File: src/rtl/shift_arbiter_ctrl_if.sv
// rtl/shift_arbiter_ctrl_if.sv - requester-facing bus of the shared shift sequencer
// Requesters drive the master side; the sequencer owns the slave side.
interface shift_arbiter_ctrl_if #(
  parameter int WIDTH = 8,
  parameter int AMT_W = 3
);
  logic [1:0]       req;
  logic [WIDTH-1:0] data0;
  logic [AMT_W-1:0] amt0;
  logic             arith0;
  logic [WIDTH-1:0] data1;
  logic [AMT_W-1:0] amt1;
  logic             arith1;
  logic [1:0]       grant;
  logic [1:0]       ack;
  logic             busy;
  logic [WIDTH-1:0] result;
  logic [WIDTH-1:0] shift_q;

  modport master (
    output req, data0, amt0, arith0, data1, amt1, arith1,
    input  grant, ack, busy, result, shift_q
  );

  modport slave (
    input  req, data0, amt0, arith0, data1, amt1, arith1,
    output grant, ack, busy, result, shift_q
  );
endinterface

File: src/rtl/shift_arbiter_ctrl.sv
// rtl/shift_arbiter_ctrl.sv - round-robin shared right-shift sequencer
// Loads the winner's operand, shifts one bit per clock, then acks for one cycle.
module shift_arbiter_ctrl #(
  parameter int WIDTH = 8,
  parameter int AMT_W = 3
) (
  input  logic                  clock_i,
  input  logic                  rst_i,
  shift_arbiter_ctrl_if.slave   bus
);

  typedef enum logic [1:0] {
    IDLE  = 2'd0,
    SHIFT = 2'd1,
    DONE  = 2'd2
  } state_e;

  localparam logic [AMT_W-1:0] AMT_ONE  = AMT_W'(1);
  localparam logic [AMT_W-1:0] AMT_ZERO = '0;

  state_e           state_q, state_d;
  logic [WIDTH-1:0] shift_reg_q, shift_reg_d;
  logic [AMT_W-1:0] count_q, count_d;
  logic             mode_q, mode_d;
  logic [1:0]       grant_q, grant_d;
  logic             last_grant_q, last_grant_d;
  logic [WIDTH-1:0] result_q, result_d;

  logic             winner;
  logic [WIDTH-1:0] win_data;
  logic [AMT_W-1:0] win_amt;
  logic             win_arith;

  // Contention goes to whoever was not served last; a lone request always wins.
  always_comb begin
    if (bus.req == 2'b11) begin
      winner = ~last_grant_q;
    end else begin
      winner = bus.req[1];
    end
    win_data  = winner ? bus.data1  : bus.data0;
    win_amt   = winner ? bus.amt1   : bus.amt0;
    win_arith = winner ? bus.arith1 : bus.arith0;
  end

  always_comb begin
    state_d      = state_q;
    shift_reg_d  = shift_reg_q;
    count_d      = count_q;
    mode_d       = mode_q;
    grant_d      = grant_q;
    last_grant_d = last_grant_q;
    result_d     = result_q;

    case (state_q)
      IDLE: begin
        if (bus.req != 2'b00) begin
          shift_reg_d  = win_data;
          count_d      = win_amt;
          mode_d       = win_arith;
          grant_d      = winner ? 2'b10 : 2'b01;
          last_grant_d = winner;
          state_d      = (win_amt != AMT_ZERO) ? SHIFT : DONE;
        end
      end
      SHIFT: begin
        shift_reg_d = {mode_q & shift_reg_q[WIDTH-1], shift_reg_q[WIDTH-1:1]};
        count_d     = count_q - AMT_ONE;
        if (count_q == AMT_ONE) begin
          state_d = DONE;
        end
      end
      DONE: begin
        result_d = shift_reg_q;
        grant_d  = 2'b00;
        state_d  = IDLE;
      end
      default: begin
        grant_d = 2'b00;
        state_d = IDLE;
      end
    endcase
  end

  always_ff @(posedge clock_i) begin
    if (rst_i) begin
      state_q      <= IDLE;
      shift_reg_q  <= '0;
      count_q      <= '0;
      mode_q       <= 1'b0;
      grant_q      <= 2'b00;
      last_grant_q <= 1'b1;
      result_q     <= '0;
    end else begin
      state_q      <= state_d;
      shift_reg_q  <= shift_reg_d;
      count_q      <= count_d;
      mode_q       <= mode_d;
      grant_q      <= grant_d;
      last_grant_q <= last_grant_d;
      result_q     <= result_d;
    end
  end

  // During DONE the fresh result is forwarded so it is valid alongside ack.
  assign bus.grant   = grant_q;
  assign bus.ack     = (state_q == DONE) ? grant_q : 2'b00;
  assign bus.busy    = (state_q != IDLE);
  assign bus.result  = (state_q == DONE) ? shift_reg_q : result_q;
  assign bus.shift_q = shift_reg_q;

endmodule

File: src/flat_wrapper.sv
// flat-port wrapper written by rule: the top's interface ports become plain ports
module shift_arbiter_ctrl_flat 
#(
  parameter int WIDTH = 8,
  parameter int AMT_W = 3
)
  (clock_i, rst_i, bus_req, bus_data0, bus_amt0, bus_arith0, bus_data1, bus_amt1, bus_arith1, bus_grant, bus_ack, bus_busy, bus_result, bus_shift_q);
  shift_arbiter_ctrl_if #(.WIDTH(WIDTH), .AMT_W(AMT_W)) bus_i ();
  input  logic clock_i;
  input  logic rst_i;
  input wire logic [$bits(bus_i.req)-1:0] bus_req;
  input wire logic [$bits(bus_i.data0)-1:0] bus_data0;
  input wire logic [$bits(bus_i.amt0)-1:0] bus_amt0;
  input wire logic [$bits(bus_i.arith0)-1:0] bus_arith0;
  input wire logic [$bits(bus_i.data1)-1:0] bus_data1;
  input wire logic [$bits(bus_i.amt1)-1:0] bus_amt1;
  input wire logic [$bits(bus_i.arith1)-1:0] bus_arith1;
  output wire logic [$bits(bus_i.grant)-1:0] bus_grant;
  output wire logic [$bits(bus_i.ack)-1:0] bus_ack;
  output wire logic [$bits(bus_i.busy)-1:0] bus_busy;
  output wire logic [$bits(bus_i.result)-1:0] bus_result;
  output wire logic [$bits(bus_i.shift_q)-1:0] bus_shift_q;
  assign bus_i.req = bus_req;
  assign bus_i.data0 = bus_data0;
  assign bus_i.amt0 = bus_amt0;
  assign bus_i.arith0 = bus_arith0;
  assign bus_i.data1 = bus_data1;
  assign bus_i.amt1 = bus_amt1;
  assign bus_i.arith1 = bus_arith1;
  assign bus_grant = bus_i.grant;
  assign bus_ack = bus_i.ack;
  assign bus_busy = bus_i.busy;
  assign bus_result = bus_i.result;
  assign bus_shift_q = bus_i.shift_q;
  shift_arbiter_ctrl #(.WIDTH(WIDTH), .AMT_W(AMT_W)) u_core (.clock_i(clock_i), .rst_i(rst_i), .bus(bus_i));
endmodule
File: config.mk
export PLATFORM = sky130hd
export DESIGN_NAME = shift_arbiter_ctrl_flat
export DESIGN_NICKNAME = d
export VERILOG_FILES = /design/src/rtl/shift_arbiter_ctrl_if.sv /design/src/rtl/shift_arbiter_ctrl.sv /design/src/flat_wrapper.sv
export SDC_FILE = /design/constraint.sdc
export NUM_CORES = 1
export LEC_CHECK = 0
export ABC_CLOCK_PERIOD_IN_PS = 1650
export CORE_AREA = 5 5 61 63
export DETAILED_ROUTE_END_ITERATION = 10
export DIE_AREA = 0 0 66 68
export HOLD_SLACK_MARGIN = 0.05
export PLACE_DENSITY_LB_ADDON = 0.12
export SETUP_SLACK_MARGIN = 0.05
export SYNTH_ARGS = -nofsm -noshare
export SYNTH_HDL_FRONTEND = slang
export SYNTH_SLANG_ARGS = --single-unit
File: constraint.sdc
create_clock -name clock_i -period 1.65 [get_ports clock_i]
set_clock_uncertainty 0.1 [all_clocks]
set_input_delay 0.4125 -clock clock_i [delete_from_list [all_inputs] [get_ports clock_i]]
set_output_delay 0.4125 -clock clock_i [all_outputs]
set_load 0.02 [all_outputs]
==> results.py, run 1 <==
metrics = {
    "die": {
        "initial_core_util_pct": 39.5,
        "die_h_um": 68,
        "core_area_um2": 3180,
        "num_rows": 21,
        "fp.dieW_um": 66,
        "io_pins": 49,
        "dieArea_um2": 4490,
    },
    "setup_path": {
        "cp.required_ns": 1.14,
        "r2r_slack_ns": 0.14,
        "cp_data_arrival_time_ns": 1.37,
        "critPathMaxStageDelay_ns": 0.34,
        "path_buf_inv": 2,
        "path_common_cell": "buf_6",
        "worstPathMaxFanout": 7,
        "worstPathCellList": "nand2b_4, buf_6, mux2_4, buf_6",
        "end_kind": "primary output",
        "worstSetupPathType": "reg2out",
        "crit_family": "flip-flops",
        "crit_slowest_cell": "dfxtp_2",
        "crit_path_start_kind": "register",
    },
    "layout": {
        "final_area_um2": 2100,
        "fin_cells": 248,
        "antennaDiodeCount": 0,
        "area_delta_synth_final_pct": 67.5,
        "multiInputGateArea_um2": 771,
        "nNetsFinal": 233,
        "n_fill_cell": 272,
        "post-route-util_pct": 66.1,
        "drive_above_1_share_pct": 41.6,
        "ff_latch_area_um2": 512,
    },
    "flow_run": {
        "maxCapViolCount": 0,
    },
    "placement": {
        "dp_hpwl_um": 2650,
        "place.gp.congestion": 0.840,
        "dpl_cell_area_um2": 1940,
        "dp_cells": 240,
        "post-place-ws_ns": -0.432,
        "io_buffers": 48,
    },
    "detailed_routing": {
        "wl_um": 3420,
        "wl_per_cell_um": 13.8,
        "drc_errors": 0,
        "drt-pass1-iter-count": 4,
        "vias": 1231,
        "drt_first_iter_violations": 25,
        "drt-vias-per-instance": 4.96,
        "drtAntennaViolNets": 0,
    },
    "clock_network": {
        "cts-root-buf": "clkbuf_4",
        "cts.path.max_buffers": 2,
        "path_clk_slew_ns": 0.14,
        "tritoncts": "yes",
        "cts_buffers": 3,
        "clk_latency_ns": 0.31,
        "cts.sinks": 25,
        "cts_max_level": 1,
        "ctsHoldBuffers": 0,
    },
    "timing": {
        "finalCritPeriodShare_pct": 114,
        "rsz0062_at_grt": "true",
        "setup_viol": 11,
        "max_freq_ghz": 0.531,
        "fin_hold_ws_ns": 0.409,
        "period_needed_ns": 1.88,
        "setup_tns_ns": -1.95,
        "maxSlewViolCount": 0,
        "layout_setup_ws_ns": -0.233,
        "maxSlewHeadroom_pct": 78.8,
        "hold_viol": 0,
        "worst_pin_slew_ns": 0.310,
    },
    "logic_synthesis": {
        "yosysMostFrequentCell": "dfxtp_1",
        "synth_edf_count": 0,
        "synth_fp_nets": 160,
        "yosysSeqAreaShare_pct": 39.9,
        "ys.warnings.count": 0,
        "netlist.area_leader.share_pct": 39.9,
        "netlist-cell-type-count": 34,
        "netlist_area_um2": 1250,
        "async_reset_ff_share_pct": 0,
        "ys_seq_elements": 25,
        "syn_inst": 130,
        "synthTopCellsByArea": "dfxtp_1 40%, mux2i_1 9.6%, mux2_2 6.3%, a22oi_1 4.2%, and2_1 4.0%",
        "synth_top_flop_cell": "dfxtp_1",
        "synth_commonest_cells": "25 x dfxtp_1, 12 x mux2i_1, 10 x nor2_1",
        "avgSynthCellArea_um2": 9.65,
        "yosysTopAreaCell": "dfxtp_1",
    },
    "power": {
        "leakage_nw": 0.892,
        "power_mw": 2.42,
        "peakVddDrop_uv": 517,
        "powerDensity_nw_per_um2": 1150,
    },
    "grt": {
        "overflow": 0,
        "antenna_found_initial": 0,
        "track_usage_pct": 16.1,
        "grt_pass1_wl_um": 5640,
        "grt_pass1_vias": 1238,
        "grt_start_max_net_pins": 16,
    },
    "min_path": {
        "min_path_type": "reg2reg",
    },
    "run_status": {
        "violations": "setup timing",
        "status": "finished with violations",
    },
}
[layer usage]
metal	up-vias	routed length (um)	GRT usage, %
met2	38	1670	28.4
met5	-	0	0
met1	572	1520	19.8
met3	2	210	2.79
met4	0	23	5.84
li1	619	-	-
[cell families after synthesis]
group / count (synthesis) / synth area share (%)
flip-flops: 25 / 39.9
multiplexers: 21 / 17.9
buffers and inverters: 15 / 5.88
AO/OA/AOI/OAI: 31 / 18.6
AND/OR/NAND/NOR: 36 / 15.7
adder cells (fa/ha/maj): 2 / 1.99
[state kept, by name (all words and copies together) (netlist names)]
name	flops
u_core.count_q	3
u_core.mode_q	1
u_core.bus.grant	2
u_core.state_q	2
u_core.last_grant_q	1
u_core.bus.shift_q	8
u_core.result_q	8
[report_power, final]
part           switching, mW  internal (mW)
Clock                  0.187         0.0922
Sequential            0.0805          0.736
Combinational          0.639          0.687
Total                  0.906           1.51
[worst register-to-register path: stages (launching register included)]
cell	delay, ns
dfxtp_2	0.34
buf_4	0.13
buf_8	0.12
buf_4	0.17
nor3_4	0.19
nand2_2	0.17
o22ai_1	0.22
[layout make-up]
class / count / area share [%]
clock inverters: 1 / 0.357
flip-flops and latches: 25 / 24.3
multi-input cells: 91 / 36.7
inverters: 7 / 1.25
repair buffers: 75 / 33.6
well taps: 46 / 2.74
clock buffers: 3 / 1.07
[layout by cell type (no fill, tap or decap), types with 4 or more instances in the layout]
cell	synthesis	final
nor2_1	10	7
buf_6	1	13
buf_4	2	23
mux2i_1	12	12
a22oi_1	7	6
o22ai_1	8	8
inv_1	7	6
clkdlybuf4s50_1	0	25
dfxtp_1	25	16
a21oi_1	6	6
dfxtp_2	0	9
nand2_1	5	4
clkdlybuf4s15_2	0	4
mux2_4	1	8
and2_1	8	8
[final timing paths]
| check | start | endpoint | cells past startpoint |
|---|---|---|---|
| hold reg to reg | u_core.bus.shift_q[7] | u_core.bus.shift_q[7] | 2 |
| setup reg to reg | u_core.state_q[0] | u_core.count_q[2] | 6 |
| hold / removal | u_core.bus.shift_q[7] | u_core.bus.shift_q[7] | 2 |
| setup / recovery | u_core.state_q[0] | bus_result[6] | 4 |
[timing repair]
action	in CTS	in global routing
endpoints found under the setup margin	34	29
gates resized for setup	113	20
cloned	1	0
pin swaps	3	1
setup buffers	3	0
(Power assumes the default switching activity.)
==> run 2, diff against run 1 <==
CORE_AREA = 2 2 56 58   (was 5 5 61 63)
CTS_BUF_LIST = sky130_fd_sc_hd__clkbuf_8   (was unset)
DIE_AREA = 0 0 58 60   (was 0 0 66 68)
==> results.py, run 2 (same netlist as run 1, synthesis figures left out) <==
metrics = {
    "die": {
        "fp.dieW_um": 58,
        "initial_core_util_pct": 43.2,
        "dieArea_um2": 3480,
        "num_rows": 20,
        "io_pins": 49,
        "core_area_um2": 2900,
        "die_h_um": 60,
    },
    "detailed_routing": {
        "drt-vias-per-instance": 5.30,
        "drtAntennaViolNets": 0,
        "drt_first_iter_violations": 29,
        "drc_errors": 0,
        "vias": 1262,
        "drt-pass1-iter-count": 4,
        "wl_um": 3540,
        "wl_per_cell_um": 14.9,
    },
    "layout": {
        "fin_cells": 238,
        "antennaDiodeCount": 0,
        "area_delta_synth_final_pct": 72.2,
        "post-route-util_pct": 74.4,
        "final_cell_mix": "25 x clkdlybuf4s50_1, 24 x buf_4, 23 x dfxtp_1",
        "drive_above_1_share_pct": 36.6,
        "multiInputGateArea_um2": 771,
        "layout_commonest_cell": "clkdlybuf4s50_1",
        "ff_latch_area_um2": 503,
        "nNetsFinal": 236,
        "n_fill_cell": 195,
        "final_area_um2": 2160,
    },
    "setup_path": {
        "worstPathMaxFanout": 6,
        "crit_path_start_kind": "register",
        "rr_worst_depth": 7,
        "regToRegEndpoint": "u_core.count_q[2]",
        "r2r_slack_ns": 0.14,
        "end_kind": "primary output",
        "worstSetupPathType": "reg2out",
        "reg2reg_from": "u_core.state_q[0]",
        "cp_data_arrival_time_ns": 1.37,
        "cp.required_ns": 1.14,
    },
    "timing": {
        "rsz0062_at_grt": "true",
        "hold_viol": 0,
        "maxSlewViolCount": 0,
        "finalCritPeriodShare_pct": 114,
        "period_needed_ns": 1.89,
        "setup_viol": 10,
        "maxSlewHeadroom_pct": 81.0,
        "layout_setup_ws_ns": -0.237,
        "setup_tns_ns": -1.85,
        "worst_pin_slew_ns": 0.284,
        "max_freq_ghz": 0.530,
    },
    "flow_run": {
        "maxCapViolCount": 0,
    },
    "grt": {
        "grt_pass1_wl_um": 5600,
        "grt_start_max_net_pins": 16,
        "overflow": 0,
        "grt_pass1_vias": 1209,
        "antenna_found_initial": 0,
        "track_usage_pct": 21.1,
    },
    "placement": {
        "dpl_cell_area_um2": 1930,
        "place.gp.congestion": 0.849,
        "io_buffers": 48,
        "dp_hpwl_um": 2590,
        "dp_cells": 228,
    },
    "power": {
        "powerDensity_nw_per_um2": 1190,
        "leakage_nw": 0.936,
        "peakVddDrop_uv": 842,
    },
    "clock_network": {
        "cts-root-buf": "clkbuf_8",
        "cts_buffers": 3,
        "cts_max_level": 1,
        "cts.path.max_buffers": 2,
        "path_clk_slew_ns": 0.09,
        "clk_latency_ns": 0.27,
        "tritoncts": "yes",
        "cts.sinks": 25,
        "ctsHoldBuffers": 0,
    },
    "min_path": {
        "hp-start": "u_core.mode_q",
        "min_path_type": "reg2reg",
        "hold_end": "u_core.mode_q",
        "holdPathStages": 2,
    },
    "run_status": {
        "violations": "setup timing",
        "status": "finished with violations",
    },
}
[run 2: cell count changes in the layout (fill, tap and decap cells not counted), sizes merged]
| cell | before | now |
|---|---|---|
| buf | 41 | 42 |
| clkbuf | 4 | 5 |
| dlygate4sd2 | 3 | 5 |
| or2 | 2 | 1 |
[run 2: worst max-delay path: stages, from the launching register on]
cell	delay, ns
dfxtp_2	0.33
nand2b_4	0.17
buf_12	0.16
mux2_4	0.31
buf_6	0.14
[run 2: what timing repair did]
action	in CTS	in global routing
setup endpoints to repair	37	29
cloned	1	0
buffers inserted	0	6
pin swaps	2	3
hold endpoints to repair	0	0
gates resized for setup	96	25
[run 2: report_power, final]
group,internal (mW),leakage [nW],switching (mW)
sequential,0.728,0.206,0.0804
combinational,0.729,0.709,0.651
clock,0.171,0.0217,0.204
[run 2: worst max path at each step]
stage	startpoint	endpoint	slack [ns]	cells past startpoint
2_1_floorplan	u_core.state_q[0]	bus_result[1]	0.06	3
3_3_place_gp	bus_req[0]	u_core.bus.shift_q[6]	-0.36	5
3_5_place_dp	bus_req[0]	u_core.bus.shift_q[6]	-0.41	5
4_1_cts	u_core.state_q[0]	bus_result[2]	-0.23	4
5_1_grt	u_core.state_q[0]	bus_result[2]	-0.28	4
6_report	u_core.state_q[0]	bus_result[2]	-0.24	4
[run 2: cell type report]
| class | count | share of cell area, % |
|---|---|---|
| multi-input cells | 90 | 35.7 |
| repair buffers | 79 | 35.7 |
| flip-flops and latches | 25 | 23.3 |
| clock buffers | 3 | 1.91 |
| well taps | 33 | 1.91 |
| inverters | 7 | 1.22 |
| clock inverters | 1 | 0.347 |
[run 2: routing by layer]
metal / vias up / wire [um] / GRT usage (%)
met3: 8 / 181 / 2.38
met2: 40 / 1790 / 36.5
met5: - / 0 / 0
met4: 0 / 84 / 6.64
met1: 596 / 1490 / 27.5
li1: 618 / - / -
[run 2: through the flow]
| stage | setup slack, ns | hold WS, ns | power [mW] |
|---|---|---|---|
| 6_report | -0.237 | 0.407 | 2.56 |
| 3_3_place_gp | -0.359 | 0.387 | 1.95 |
| 4_1_cts | -0.233 | 0.406 | 2.41 |
| 3_5_place_dp | -0.407 | 0.394 | 1.97 |
| 2_1_floorplan | 0.0593 | 0.366 | 1.44 |
| 5_1_grt | -0.280 | 0.453 | 2.72 |
